$ cat config.mk
export PLATFORM = sky130hd
export DESIGN_NAME = char_normalizer
export DESIGN_NICKNAME = d
export VERILOG_FILES = /design/src/rtl/char_normalizer.sv
export SDC_FILE = /design/constraint.sdc
export NUM_CORES = 1
export LEC_CHECK = 0
export ABC_AREA = 1
export BUFFER_PORTS_ARGS = -buffer_cell sky130_fd_sc_hd__buf_2
export CAP_MARGIN = 20
export CORE_UTILIZATION = 30
export DETAILED_ROUTE_END_ITERATION = 8
export PLACE_DENSITY = 0.42
export SLEW_MARGIN = 20
export SYNTH_ARGS = -nofsm -noshare
export SYNTH_HDL_FRONTEND = slang
export SYNTH_SLANG_ARGS = --single-unit
export TNS_END_PERCENT = 30
$ cat constraint.sdc
create_clock -name clk -period 2.5 [get_ports clk]
set_input_delay 0.375 -clock clk [delete_from_list [all_inputs] [get_ports clk]]
set_output_delay 0.375 -clock clk [all_outputs]
set_load 0.01 [all_outputs]
$ cat src/rtl/char_normalizer.sv
// Byte normaliser in front of the block-keyword checker: case fold, whitespace
// mapping, space-run collapsing and end-of-stream space padding into a small FIFO.
module char_normalizer #(
  parameter int unsigned DEPTH = 8,
  parameter int unsigned AW    = 3
) (
  input  logic         clk,
  input  logic         reset,
  input  logic         in_valid,
  input  logic [7:0]   in_data,
  input  logic         in_last,
  output logic         in_ready,
  output logic         out_valid,
  output logic [7:0]   out_data,
  output logic         out_last,
  input  logic         out_ready
);

  localparam int unsigned NW    = AW + 1;
  localparam logic [7:0]  SPACE = 8'h20;

  typedef struct packed {
    logic       last;
    logic [7:0] ch;
  } entry_t;

  typedef enum logic {ACCEPT, PAD} state_t;

  state_t          state, state_nxt;
  logic            prev_space, prev_space_nxt;
  logic [AW-1:0]   wr_ptr, rd_ptr;
  logic [NW-1:0]   count;
  entry_t          mem [DEPTH];
  entry_t          wr_entry;
  entry_t          head;
  logic            push, pop, accept;
  logic [7:0]      norm;
  logic            norm_is_space;

  // Character normalisation of the incoming byte
  always_comb begin
    norm = in_data;
    if (in_data >= 8'h41 && in_data <= 8'h5A)
      norm = in_data + 8'h20;
    else if (in_data == 8'h09 || in_data == 8'h0A || in_data == 8'h0D || in_data == 8'h20)
      norm = SPACE;
  end

  assign norm_is_space = (norm == SPACE);
  // Two free slots required so a pad entry always fits behind the last byte
  assign in_ready  = (state == ACCEPT) && (count <= NW'(DEPTH - 2));
  assign accept    = in_valid && in_ready;
  assign out_valid = (count != '0);
  assign pop       = out_valid && out_ready;

  // Next-state, collapse flag and FIFO write decision
  always_comb begin
    state_nxt      = state;
    prev_space_nxt = prev_space;
    push           = 1'b0;
    wr_entry       = '0;
    case (state)
      ACCEPT: begin
        if (accept) begin
          if (in_last) begin
            push           = 1'b1;
            wr_entry       = '{last: norm_is_space, ch: norm};
            prev_space_nxt = 1'b1;
            if (!norm_is_space) state_nxt = PAD;
          end else if (!(norm_is_space && prev_space)) begin
            push           = 1'b1;
            wr_entry       = '{last: 1'b0, ch: norm};
            prev_space_nxt = norm_is_space;
          end
        end
      end
      PAD: begin
        push      = 1'b1;
        wr_entry  = '{last: 1'b1, ch: SPACE};
        state_nxt = ACCEPT;
      end
      default: state_nxt = ACCEPT;
    endcase
  end

  always_ff @(posedge clk or negedge reset) begin
    if (!reset) begin
      state      <= ACCEPT;
      prev_space <= 1'b1;
      wr_ptr     <= '0;
      rd_ptr     <= '0;
      count      <= '0;
    end else begin
      state      <= state_nxt;
      prev_space <= prev_space_nxt;
      if (push) wr_ptr <= wr_ptr + AW'(1);
      if (pop)  rd_ptr <= rd_ptr + AW'(1);
      case ({push, pop})
        2'b10:   count <= count + NW'(1);
        2'b01:   count <= count - NW'(1);
        default: count <= count;
      endcase
    end
  end

  // Storage carries no reset; validity is tracked by count alone
  always_ff @(posedge clk) begin
    if (push) mem[wr_ptr] <= wr_entry;
  end

  assign head     = mem[rd_ptr];
  assign out_data = out_valid ? head.ch   : 8'h00;
  assign out_last = out_valid ? head.last : 1'b0;

endmodule

==> qor.txt <==
result of the run: complete, no violations
floorplan core area: 0.0122 mm^2
Clock transition at path regs: 60 ps
layout cell share with drive strength beyond 1: 22.2%
slew of the pin with the lowest slew margin: 834 ps
WL/cell: 15.9 um
buffer depth of the longest clock path: 2
CP arrival: 1900 ps
setup-violating endpoint count in the final report: 0
Maximum Capacitance Violations: 0
worst ir drop on vdd: 0.631 mV
DR iter-0 viols: 173
final weighted congestion in routability-driven placement: 0.752
number of antenna violations at the first check in global routing: 0
later-pin clock latency in the skew report: 330 ps
Antenna diodes: 0
syn nets: 365
period utilization: 91.2%
number of buffers added by the clock tree synthesis step: 9
synth warn: 0
signed area change from the synthesized netlist to the final layout: 20.4%
required time reported for the critical path endpoint: 2120 ps
Syn Inst Count: 346
input/output buffers: 23
Synth Area per Inst: 11.0 um^2
die outline width: 115 um
sequential fraction of the synthesis area: 64.5%
Initial Utilization: 31.3%
hold violation count in the final report: 0
RSZ-0062 raised after global routing: no
leakage power of the design: 0.00180 uW
worst setup path class: register to output port
detailed placement HPWL: 5950 um
tightest slew margin relative to the limit: 44.0%
overall die area: 0.0132 mm^2
minimum clock period after layout: 2280 ps
routed vias/inst: 4.59
final routed DRC violation total: 0
std cell rows: 40
Worst Clk Skew: 6.30 ps
final design utilization: 37.7%
Worst setup EP type: output port
CTS tree: done
Detailed Route WL: 8970 um
nets@finish: 410
Yosys reg bits: 84
Yosys cell types: 27
max-slew violations: 0
power density over the cells: 1220 mW/mm^2
area of the mapped netlist: 0.00382 mm^2
# clock sinks: 84
type of origin of the critical path: register
largest fanout on the critical path: 28
floorplan die height: 115 um
total I/O pin count: 24
vias after detailed routing: 2,588
setup TNS: 0 ps
antenna viol nets, final: 0
highest clock frequency the design can meet: 439 MHz
global-route wire length before repair: 14,100 um
iteration count of the initial detailed-routing pass: 4
clock root buffer: clkbuf_16
via count of the first global-routing pass: 2,491
type of the most critical hold path: input pin to register
pin count of the biggest net entering global routing: 38
CTS H-tree lvls: 3
GR Util All Layers: 14.8%
grt total ovfl: 0
## state kept, by name, summed over array words and instances (netlist names)
| name | count |
|---|---|
| count | 4 |
| mem | 72 |
| prev_space | 1 |
| rd_ptr | 3 |
| state | 1 |
| wr_ptr | 3 |
## worst paths after layout
path	from	end	slack [ps]	cells past startpoint
max in group asynchronous	reset	prev_space$_DFFE_PN1P_	1750	2
min	in_last	state$_DFF_PN0_	330	3
min reg2reg	count[0]$_DFFE_PN0P_	count[0]$_DFFE_PN0P_	540	1
max	rd_ptr[0]$_DFFE_PN0P_	out_data[6]	220	6
max reg2reg	count[1]$_DFFE_PN0P_	count[2]$_DFFE_PN0P_	270	15
min in group asynchronous	reset	rd_ptr[2]$_DFFE_PN0P_	470	2
## worst max-delay path: stages (launching register included)
cell     delay, ps
dfrtp_1        400
inv_2          420
nor2_1          70
o21ai_0        200
o21ai_0        100
nor2_1         200
buf_2          180
## stage by stage
step | hold slack [ps] | setup slack, ps | cells | instance area, um^2 | power, uW
final | 329 | 220 | 564 | 4600 | 5630
after detailed placement | 287 | 55.9 | 547 | 4260 | 4260
after floorplan | 79.4 | 363 | 346 | 3820 | 3450
after CTS | 308 | 136 | 564 | 4590 | 5710
after global routing | 331 | 34.1 | 564 | 4600 | 6050
after global placement | 286 | 130 | 547 | 4260 | 4250
## layout make-up
class	count	area, um^2
tap	168	210
sequential	84	2470
clock inverter	7	97.6
multi-input combinational	224	1180
inverter	25	101
timing repair buffer	47	314
clock buffer	9	225
fill	1203	7610
## layer usage
layer	up-vias	track usage [%]	wire (um)
li1	1288	-	-
met1	1251	20.0	4420
met2	41	23.6	4190
met3	8	3.43	259
met4	0	4.68	101
met5	-	0	0
## cell usage in the layout (no fill, tap or decap), types with 2 or more instances in the layout
master     instances
o22ai_1           10
nor3b_1            3
xor2_1             6
bufinv_16          2
a21oi_1            3
nand3_1           15
inv_1             18
nor2_2            10
mux2i_1            9
nor3_1             5
buf_4             21
dfrtp_2            3
inv_6              2
nand2_1           30
o21ai_1            3
clkinv_1           2
o21ai_0           47
clkbuf_16          9
nand2_4            5
nor2_1            69
buf_2             23
inv_2              5
dfrtp_1            8
edfxtp_1          72
ha_1               6
## kinds of logic (layout without fill, tap and decap cells)
| kind of cell | after synthesis | in the layout | share of synthesized area (%) |
|---|---|---|---|
| buf+inv | 38 | 88 | 4.52 |
| simple gates | 139 | 139 | 16.5 |
| flops | 84 | 84 | 64.5 |
| mux | 9 | 9 | 2.36 |
| compound gates | 63 | 63 | 8.58 |
| xor+xnor | 7 | 7 | 1.61 |
| fa+ha+maj | 6 | 6 | 1.97 |
## report_power, final
group | internal (uW) | total, uW | leakage, uW | switching (uW)
Sequential | 1870 | 2030 | 0.000809 | 158
Combinational | 793 | 2170 | 0.000841 | 1380
Clock | 880 | 1430 | 0.000154 | 547
## cells in the mapped netlist, drive strengths merged
cell / count / area (um^2)
nor2: 79 / 322
edfxtp: 72 / 2160
o21ai: 50 / 250
nand2: 36 / 175
inv: 24 / 97.6
nand3: 16 / 85.1
dfrtp: 11 / 275
buf: 10 / 60.1
o22ai: 10 / 62.6
mux2i: 9 / 90.1
ha: 6 / 75.1
xor2: 6 / 52.6
nor3: 5 / 25.0
a21oi: 3 / 15.0
clkbuf: 3 / 11.3
nor3b: 3 / 22.5
clkinv: 1 / 3.75
dfstp: 1 / 26.3
xnor2: 1 / 8.76
## timing repair
item                                    CTS  global route
setup buffers                             0             0
endpoints found under the setup margin    0             3
hold buffers                              1             0
resized for setup                         0             5
hold endpoints to repair                 11             0
Note: power is estimated with default switching activity, not from simulation.
